`src/rtl/cache_fill_fsm.sv`:
```
// cache_fill_fsm: cache miss handler between a cache and pipelined main memory.
// On a miss it issues one read per word of the block, back-to-back, streams
// each returned word into the data array, then pulses a single tag write.
// Optional build macro CACHE_FILL_CWF_EN enables critical-word-first ordering:
// requests and data-array writes start at the missed word and wrap around.
module cache_fill_fsm #(
    parameter int WORDS_PER_BLOCK = 8,
    parameter int ADDR_W          = 16,
    localparam int IDX_W          = $clog2(WORDS_PER_BLOCK)
) (
    input  logic              clk,
    input  logic              rst,
    input  logic              miss_detected,
    input  logic [ADDR_W-1:0] miss_address,
    output logic              fsm_busy,
    output logic              mem_req,
    output logic [ADDR_W-1:0] memory_address,
    input  logic              memory_data_valid,
    input  logic [15:0]       memory_data,
    output logic              write_data_array,
    output logic [IDX_W-1:0]  data_array_word,
    output logic [15:0]       data_array_data,
    output logic              write_tag_array,
    output logic [ADDR_W-1:0] fill_address
);

    localparam logic [1:0] S_IDLE = 2'd0;
    localparam logic [1:0] S_FILL = 2'd1;
    localparam logic [1:0] S_DONE = 2'd2;

    localparam logic [IDX_W:0]   CNT_FULL = (IDX_W+1)'(WORDS_PER_BLOCK);
    localparam logic [IDX_W:0]   CNT_LAST = (IDX_W+1)'(WORDS_PER_BLOCK - 1);
    localparam logic [IDX_W:0]   CNT_ONE  = (IDX_W+1)'(1);
    localparam logic [IDX_W-1:0] IDX_LAST = IDX_W'(WORDS_PER_BLOCK - 1);
    // Block offset covers word index plus the byte-in-word bit.
    localparam logic [ADDR_W-1:0] BLK_MASK = ADDR_W'(2 * WORDS_PER_BLOCK - 1);

    logic [1:0]        r_state;
    logic [IDX_W:0]    r_req_cnt;
    logic [IDX_W:0]    r_rcv_cnt;
    logic [ADDR_W-1:0] r_fill_addr;
    logic [IDX_W-1:0]  r_start;

    logic [ADDR_W-1:0] w_base;
    logic [IDX_W-1:0]  w_start;
    logic              w_req_active;
    logic              w_rcv;
    logic [IDX_W-1:0]  w_req_idx;
    logic [IDX_W-1:0]  w_req_word;
    logic [IDX_W-1:0]  w_rcv_word;

    assign w_base = miss_address & ~BLK_MASK;

`ifdef CACHE_FILL_CWF_EN
    assign w_start = miss_address[IDX_W:1];
`else
    assign w_start = '0;
`endif

    // Counters saturate at a full block; the MSB alone marks saturation
    // because the block size is a power of two.
    assign w_req_active = (r_state == S_FILL) && (r_req_cnt != CNT_FULL);
    assign w_rcv        = (r_state == S_FILL) && memory_data_valid && (r_rcv_cnt != CNT_FULL);

    // Once all requests are out, keep pointing at the last requested word so
    // memory_address holds its final value.
    assign w_req_idx  = r_req_cnt[IDX_W] ? IDX_LAST : r_req_cnt[IDX_W-1:0];
    assign w_req_word = r_start + w_req_idx;
    assign w_rcv_word = r_start + r_rcv_cnt[IDX_W-1:0];

    assign fsm_busy         = (r_state != S_IDLE);
    assign mem_req          = w_req_active;
    assign memory_address   = r_fill_addr + ADDR_W'({w_req_word, 1'b0});
    assign write_data_array = w_rcv;
    assign data_array_word  = w_rcv ? w_rcv_word : '0;
    assign data_array_data  = memory_data;
    assign write_tag_array  = (r_state == S_DONE);
    assign fill_address     = r_fill_addr;

    // Miss FSM with independent request and receive counters.
    always_ff @(posedge clk or posedge rst) begin
        if (rst) begin
            r_state     <= S_IDLE;
            r_req_cnt   <= '0;
            r_rcv_cnt   <= '0;
            r_fill_addr <= '0;
            r_start     <= '0;
        end else begin
            case (r_state)
                S_IDLE: begin
                    if (miss_detected) begin
                        r_state     <= S_FILL;
                        r_fill_addr <= w_base;
                        r_start     <= w_start;
                        r_req_cnt   <= '0;
                        r_rcv_cnt   <= '0;
                    end
                end
                S_FILL: begin
                    if (w_req_active)
                        r_req_cnt <= r_req_cnt + CNT_ONE;
                    if (w_rcv) begin
                        r_rcv_cnt <= r_rcv_cnt + CNT_ONE;
                        if (r_rcv_cnt == CNT_LAST)
                            r_state <= S_DONE;
                    end
                end
                S_DONE: r_state <= S_IDLE;
                default: r_state <= S_IDLE;
            endcase
        end
    end

endmodule

```
`config.mk`:
```
export PLATFORM = sky130hd
export DESIGN_NAME = cache_fill_fsm
export DESIGN_NICKNAME = d
export VERILOG_FILES = /design/src/rtl/cache_fill_fsm.sv
export SDC_FILE = /design/constraint.sdc
export NUM_CORES = 1
export LEC_CHECK = 0
export ABC_AREA = 1
export CORE_MARGIN = 8
export CORE_UTILIZATION = 39
export DETAILED_ROUTE_END_ITERATION = 6
export GPL_TIMING_DRIVEN = 0
export PLACE_DENSITY = 0.82
export RECOVER_POWER = 100
export SLEW_MARGIN = 20
export SYNTH_ARGS = -nofsm -noshare
export SYNTH_HDL_FRONTEND = slang
export SYNTH_SLANG_ARGS = --single-unit
```
`constraint.sdc`:
```
create_clock -name clk -period 3.2 [get_ports clk]
set_clock_uncertainty 0.05 [all_clocks]
set_input_delay 0.32 -clock clk [delete_from_list [all_inputs] [get_ports clk]]
set_output_delay 0.32 -clock clk [all_outputs]
set_load 0.005 [all_outputs]
```
==> flow_summary.yaml, run 1 <==
setup_path:
  required_ns: 2.83
  critPathCaptureType: "output port"
  cp_max_fo: 9
  cp-start-kind: "flip-flop"
  r2r_slack_ns: 1.61
  crit_arrival_ns: 2.13
  reg2reg_depth: 6
  cp-startpoint: "r_rcv_cnt[0]$_DFFE_PP0P_"
  r2r_end: "fill_address[12]$_DFFE_PP0P_"
  crit_end: "data_array_word[0]"
  crit_type: "reg2out"
  rr_startpoint: "r_state[1]$_DFFE_PP0P_"
grt:
  grt_pass1_wl_mm: 5.78
  grt_usage_pct: 11.6
  grt_max_degree: 23
  antenna_found_initial: 0
  grt_overflow: 0
  grt_pass1_vias: 1270
timing:
  grt_setup_unrepaired: "no"
  fin_setup_tns_ns: 0
  slew_headroom_pct: 46.7
  setup_viol: 0
  timing.final.max_slew_violations: 0
  period_needed_ns: 2.50
  final.period_utilization_pct: 78.3
  layout_setup_ws_ns: 0.695
  hold_viol_final: 0
  max_slew.worst_pin.slew_ns: 0.799
  fmax_mhz: 399
  timing.hold.ws_ns: 0.462
final_layout:
  layout.nets: 291
  diodes: 0
  area_delta_synth_final_pct: 49.2
  fin_cells: 297
  drive_gt1_share_pct: 16.9
floorplanning:
  core_area_um2: 3580
  initial_utilization_pct: 39.5
  fp.dieW_um: 76.2
  dieHeight_um: 76.2
  ios: 91
  die_area_um2: 5810
  rows: 22
clock_network:
  path_clk_slew_ns: 0.12
  ctsHoldBuffers: 0
  tritoncts: "yes"
  clkSinkCount: 22
  cts-resized-gates: 0
  cts_root_buf: "clkbuf_4"
  cts_buffer_depth: 2
  htreeDepth: 1
  clk_latency_ns: 0.30
  post-cts-setup-buffers: 0
  cts_buffers: 3
logic_synthesis:
  yosysWarningCount: 0
  syn_area_per_cell_um2: 7.99
  synthTopCellsByArea: "dfrtp_1 (39%), buf_4 (18%), nand2_1 (16%)"
  async_flop_share_pct: 100
  synth_flop_cell: "dfrtp_1"
  netlist_area_um2: 1420
  yosysMostFrequentCell: "nand2_1"
  synth_commonest_cells: "nand2_1 (60), buf_4 (34), dfrtp_1 (22), inv_1 (16), nor2_1 (11)"
  synth_cell_types: 22
  synth.yosys.seq_area_share_pct: 38.9
  synth_edf_count: 0
  yosysTopAreaCellShare_pct: 38.9
  ys_seq_elements: 22
  yosysTopAreaCell: "dfrtp_1"
  syn-instance-count: 177
placement:
  hpwl_mm: 2.89
  portBuffers: 65
  dp_slack_ns: 1.13
  gp_congestion: 0.778
  place_inst: 294
detailed_routing:
  dr.pass1.iters: 4
  vias_per_cell: 4.21
  drt-initial-drc-count: 36
  drtAntennaViolNets: 0
  dr_total_vias: 1251
  route.detailed.wl_per_inst_um: 11.5
  drc: 0
  wl_mm: 3.42
power:
  powerDensity_nw_per_um2: 758
  peakVddDrop_v: 0.000418
  p_leak_nw: 1.15
run_status:
  status: "finished, final reports clean"
min_path:
  hold_path_class: "reg2reg"
flow_run:
  drv_cap: 0
[logic make-up (layout without fill, tap and decap cells)]
| family | after synthesis | in the layout | share of synthesized area, % |
|---|---|---|---|
| AOI/OAI and AO/OA | 4 | 4 | 1.94 |
| xor gates and xnor gates | 1 | 1 | 0.619 |
| adders and majority gates | 4 | 4 | 3.54 |
| buffers and inverters | 56 | 124 | 25.6 |
| DFF | 22 | 22 | 38.9 |
| other | 1 | 5 | 0.265 |
| and+or+nand+nor | 89 | 89 | 29.2 |
[placed cells by master (no fill, tap or decap), types with 2 or more instances in the layout]
cell type,count
clkdlybuf4s50_1,14
nor2_1,11
buf_4,33
o21ai_0,2
ha_1,4
dfrtp_1,22
clkbuf_4,3
dlygate4sd3_1,51
nand3_1,10
nand2_1,63
conb_1,5
clkbuf_1,2
inv_1,18
[stage by stage]
| stage | power (W) | cell area (um^2) | util [%] |
|---|---|---|---|
| after global routing | 0.00175 | 2110 | 59.0 |
| final | 0.00160 | 2110 | 59.0 |
| after floorplan | 0.00109 | 1430 | - |
| after global placement | 0.00161 | 2140 | 59.8 |
| after detailed placement | 0.00164 | 2140 | 59.8 |
| after CTS | 0.00176 | 2160 | 60.5 |
[worst max-delay path: stages (launching register included)]
cell and delay (ns):
dfrtp_1 0.43, inv_1 0.09, ha_1 0.15, nand3_1 0.08
nand3_1 0.26, clkinv_1 0.13, nand2_1 0.09, inv_1 0.03
dlygate4sd3_1 0.57
[metal layers]
| metal | track usage (%) | wire [um] | vias to the layer above | part of all wire [%] |
|---|---|---|---|---|
| met2 | 21.0 | 1790 | 44 | 52 |
| li1 | - | - | 638 | - |
| met1 | 12.1 | 1350 | 565 | 39 |
| met3 | 4.13 | 250 | 4 | 7.3 |
| met4 | 4.04 | 41 | 0 | 1.2 |
| met5 | 0 | 0 | - | 0 |
[power by group]
group          total [W]  internal (W)  leakage [nW]  switching, W
sequential      0.000509      0.000405         0.274      0.000104
combinational   0.000969      0.000542         0.863      0.000426
clock           0.000123     0.0000438        0.0138     0.0000792
total            0.00160      0.000992          1.15      0.000609
[sequential cells by signal, summed over array words and instances (netlist names)]
signal	count
fill_address	12
r_state	2
r_rcv_cnt	4
r_req_cnt	4
[how the worst min path moves through the flow]
stage,start,end,slack [ns],depth (start not counted)
global placement,fill_address[9]$_DFFE_PP0P_,fill_address[9]$_DFFE_PP0P_,0.44,2
floorplan,rst,fill_address[10]$_DFFE_PP0P_,0.26,1
CTS,rst,r_req_cnt[3]$_DFFE_PP0P_,0.44,2
global route,miss_address[9],fill_address[9]$_DFFE_PP0P_,0.47,3
finish,fill_address[9]$_DFFE_PP0P_,fill_address[9]$_DFFE_PP0P_,0.46,2
detailed placement,fill_address[9]$_DFFE_PP0P_,fill_address[9]$_DFFE_PP0P_,0.44,2
[area by class of cell]
| class | count | area (um^2) |
|---|---|---|
| plain buffers | 36 | 275 |
| clock buffers | 3 | 22.5 |
| repair buffers | 65 | 651 |
| inverters | 20 | 75.1 |
| fillers | 335 | 1470 |
| multi-input cells | 103 | 477 |
| well taps | 48 | 60.1 |
| flip-flops and latches | 22 | 551 |
Power figures use the tool's default switching activity.
==> run 2: changes to the inputs <==
- CORE_UTILIZATION: 39 -> 36
- PLACE_DENSITY: 0.82 -> 0.77
- clock period: 3.2 -> 2.5 ns (I/O delays scaled with it)
==> flow_summary.yaml, run 2 (synthesized netlist as in run 1, its figures left out) <==
run_status:
  status: "finished, final reports clean"
detailed_routing:
  wl_mm: 3.54
  vias_per_cell: 4.28
  route.detailed.wl_per_inst_um: 11.9
  drc: 0
  drtAntennaViolNets: 0
  dr_total_vias: 1275
  dr.pass1.iters: 4
  drt-initial-drc-count: 48
timing:
  final.period_utilization_pct: 89.0
  fin_setup_tns_ns: 0
  layout_setup_ws_ns: 0.275
  hold_viol_final: 0
  fmax_mhz: 449
  grt_setup_unrepaired: "no"
  slew_headroom_pct: 44.5
  period_needed_ns: 2.23
  max_slew.worst_pin.slew_ns: 0.831
  setup_viol: 0
  timing.final.max_slew_violations: 0
clock_network:
  post-cts-setup-buffers: 0
  cts_buffer_depth: 2
  cts_buffers: 3
  clkSinkCount: 22
  cts-resized-gates: 0
  tritoncts: "yes"
  clk_latency_ns: 0.26
  htreeDepth: 1
  ctsHoldBuffers: 0
  path_clk_slew_ns: 0.08
  cts_root_buf: "clkbuf_8"
setup_path:
  cpPeakStageDelay_ns: 0.56
  crit_arrival_ns: 1.93
  crit_path_frequent_cell: "inv_1"
  cp-start-kind: "flip-flop"
  cp_slowest_cell: "dlygate4sd3_1"
  required_ns: 2.20
  cp_max_fo: 9
  critPathCaptureType: "output port"
  crit_type: "reg2out"
  path_cells: "inv_1 -> ha_1 -> nand3_1 -> nand3_4 -> inv_1 -> nand2_1 -> inv_1 -> dlygate4sd3_1"
final_layout:
  layout.nets: 291
  area.sequential_um2: 551
  multi_input_area_um2: 489
  largest_register_ffs: 12
  diodes: 0
  nFillCells: 350
  final_cell_mix: "nand2_1 (63), dlygate4sd3_1 (51), buf_4 (34)"
  layout_commonest_cell: "nand2_1"
  area_delta_synth_final_pct: 52.6
  drive_gt1_share_pct: 18.0
power:
  peakVddDrop_v: 0.000462
  powerDensity_nw_per_um2: 1000
  p_leak_nw: 1.18
  total_power_w: 0.00217
placement:
  portBuffers: 65
  gp_congestion: 0.757
  dp_slack_ns: 0.593
  hpwl_mm: 2.95
floorplanning:
  fp.dieW_um: 78.7
  rows: 22
  initial_utilization_pct: 38.1
  core_area_um2: 3720
  dieHeight_um: 78.7
  ios: 91
  die_area_um2: 6190
flow_run:
  drv_cap: 0
grt:
  grt_usage_pct: 11.6
  grt_overflow: 0
  antenna_found_initial: 0
  grt_max_degree: 23
  grt_pass1_wl_mm: 5.90
  grt_pass1_vias: 1343
min_path:
  hold_path_class: "reg2reg"
[run 2: cell count changes in the layout (fill, tap and decap cells not counted), sizes merged]
cell    previous run  this run
inv               19        20
buf               34        35
clkinv             1         0
[run 2: through the flow]
stage               hold slack [ns]  std cells  cell area [um^2]  util (%)
finish                        0.459        298              2160      58.1
CTS                           0.446        298              2200      59.1
global placement              0.443        294              2140      57.6
global route                  0.477        298              2160      58.1
floorplan                     0.189        181              1430         -
detailed placement            0.448        294              2140      57.6
[run 2: worst paths after layout]
check,from,end,slack [ns],cells after the start
worst max register to register,r_state[1]$_DFFE_PP0P_,fill_address[7]$_DFFE_PP0P_,0.93,6
min in group asynchronous,rst,fill_address[7]$_DFFE_PP0P_,0.54,2
worst max-delay path,r_rcv_cnt[0]$_DFFE_PP0P_,data_array_word[0],0.27,8
max in group asynchronous,rst,r_state[1]$_DFFE_PP0P_,1.34,2
worst min register to register,fill_address[14]$_DFFE_PP0P_,fill_address[14]$_DFFE_PP0P_,0.46,2
worst min-delay path,fill_address[14]$_DFFE_PP0P_,fill_address[14]$_DFFE_PP0P_,0.46,2
[run 2: critical path: cells and delay by family (launching register included)]
family	cells	cell delay, ns
buf+inv	4	0.77
flops	1	0.39
simple gates	3	0.30
fa+ha+maj	1	0.20
[run 2: routing by layer]
metal | share of wire, % | up-vias | global-route usage (%)
li1 | - | 638 | -
met1 | 41 | 586 | 12.4
met2 | 48 | 46 | 19.2
met3 | 10 | 5 | 5.97
met4 | 1.2 | 0 | 3.89
met5 | 0 | - | 0
[run 2: cell type report]
type / count / area share [%]
Buffer: 36 / 12.9
Tap cell: 48 / 2.78
Sequential cell: 22 / 25.5
Multi-Input combinational cell: 103 / 22.7
Clock buffer: 4 / 2.55
Timing Repair Buffer: 65 / 30.1
Inverter: 20 / 3.48
[run 2: power breakdown]
group	internal [W]	switching, W
registers	0.000520	0.000132
logic	0.000703	0.000551
clock network	0.000140	0.000118
total	0.00136	0.000802
==> run 3: changes to the inputs <==
- CORE_MARGIN: 8 -> 1.5
- CTS_BUF_LIST: default -> sky130_fd_sc_hd__clkbuf_4 sky130_fd_sc_hd__clkbuf_8 sky130_fd_sc_hd__clkbuf_16
==> flow_summary.yaml, run 3 (synthesized netlist as in run 1, its figures left out) <==
run_status:
  status: "finished, final reports clean"
floorplanning:
  ios: 91
  rows: 22
  core_area_um2: 3720
  initial_utilization_pct: 38.1
  dieHeight_um: 65.7
  die_area_um2: 4320
  fp.dieW_um: 65.7
timing:
  period_needed_ns: 2.26
  max_slew.worst_pin.slew_ns: 0.835
  hold_viol_final: 0
  slew_headroom_pct: 44.2
  fmax_mhz: 443
  grt_setup_unrepaired: "no"
  final.period_utilization_pct: 90.3
  fin_setup_tns_ns: 0
  setup_viol: 0
  timing.final.max_slew_violations: 0
detailed_routing:
  dr.pass1.iters: 4
  route.detailed.wl_per_inst_um: 10.0
  drtAntennaViolNets: 0
  wl_mm: 2.98
  dr_total_vias: 1234
  drc: 0
  drt-initial-drc-count: 50
  vias_per_cell: 4.14
placement:
  gp_congestion: 0.753
  portBuffers: 65
  hpwl_mm: 2.36
clock_network:
  path_clk_slew_ns: 0.08
  htreeDepth: 1
  cts_buffers: 3
  clk_latency_ns: 0.26
  ctsHoldBuffers: 0
  clkSinkCount: 22
  tritoncts: "yes"
  post-cts-setup-buffers: 0
  cts-resized-gates: 0
  cts_root_buf: "clkbuf_8"
  cts_buffer_depth: 2
power:
  p_leak_nw: 1.18
  peakVddDrop_v: 0.000504
  powerDensity_nw_per_um2: 993
grt:
  met2_usage_pct: 24.1
  antenna_found_initial: 0
  grt_pass1_wl_mm: 4.94
  grt_max_degree: 23
  grt_pass1_vias: 1118
  use_met1_pct: 19.0
  grt_usage_pct: 14.5
  grt_overflow: 0
  top_usage_layer: "met2"
  use_met3_pct: 3.42
final_layout:
  layout_commonest_cell: "nand2_1"
  multi_input_area_um2: 489
  fin_util_pct: 58.1
  nFillCells: 352
  largest_register_ffs: 12
  drive_gt1_share_pct: 18.0
  area_delta_synth_final_pct: 52.6
  area.sequential_um2: 551
  final_cell_mix: "nand2_1 (63), dlygate4sd3_1 (51), buf_4 (34)"
  diodes: 0
  layout.nets: 291
flow_run:
  drv_cap: 0
min_path:
  hold_path_class: "reg2reg"
setup_path:
  crit_type: "reg2out"
  cp-start-kind: "flip-flop"
  critPathCaptureType: "output port"
  cp_max_fo: 9
  required_ns: 2.20
  crit_arrival_ns: 1.96
## run 3: metal layers
| layer | wire [um] | share of wire, % | vias to the layer above |
|---|---|---|---|
| met3 | 233 | 7.8 | 2 |
| li1 | - | - | 639 |
| met2 | 1410 | 47 | 45 |
| met4 | 12 | 0.40 | 0 |
| met5 | 0 | 0 | - |
| met1 | 1320 | 44 | 548 |
## run 3: area by class of cell
type / instances / area share, %
repair buffers: 65 / 30.1
inverters: 20 / 3.48
plain buffers: 36 / 12.9
clock buffers: 4 / 2.55
well taps: 48 / 2.78
flip-flops and latches: 22 / 25.5
multi-input cells: 103 / 22.7
## run 3: power by group
group / leakage (nW) / internal [W] / switching, W
sequential: 0.274 / 0.000520 / 0.000138
clock: 0.0288 / 0.000140 / 0.000116
combinational: 0.875 / 0.000701 / 0.000530
total: 1.18 / 0.00136 / 0.000784
## run 3: worst paths after layout
path                                                 to  cells past startpoint                    startpoint  slack (ns)
min in group asynchronous   fill_address[9]$_DFFE_PP0P_                      2                           rst        0.54
max reg2reg                 fill_address[6]$_DFFE_PP0P_                      6        r_state[1]$_DFFE_PP0P_        0.89
max                                  data_array_word[0]                      8      r_rcv_cnt[0]$_DFFE_PP0P_        0.24
max in group asynchronous      r_req_cnt[3]$_DFFE_PP0P_                      2                           rst        1.35
min reg2reg                fill_address[12]$_DFFE_PP0P_                      2  fill_address[12]$_DFFE_PP0P_        0.45
min                        fill_address[12]$_DFFE_PP0P_                      2  fill_address[12]$_DFFE_PP0P_        0.45
## run 3: critical path: stages (launching register included)
cell and delay, ns:
dfrtp_1 0.41, inv_1 0.08, ha_1 0.20, nand3_1 0.12, nand3_4 0.13, inv_1 0.09, nand2_1 0.06, inv_1 0.05
dlygate4sd3_1 0.56
## run 3: stage by stage
stage          hold slack (ns)  cell area (um^2)  setup WS (ns)  instances  power, W
6_report                 0.454              2160          0.243        298   0.00215
5_1_grt                  0.474              2160          0.101        298   0.00235
4_1_cts                  0.432              2200          0.305        298   0.00233
3_5_place_dp             0.442              2140          0.596        294   0.00206
3_3_place_gp             0.443              2140          0.571        294   0.00204
2_1_floorplan            0.189              1430           1.18        181   0.00140
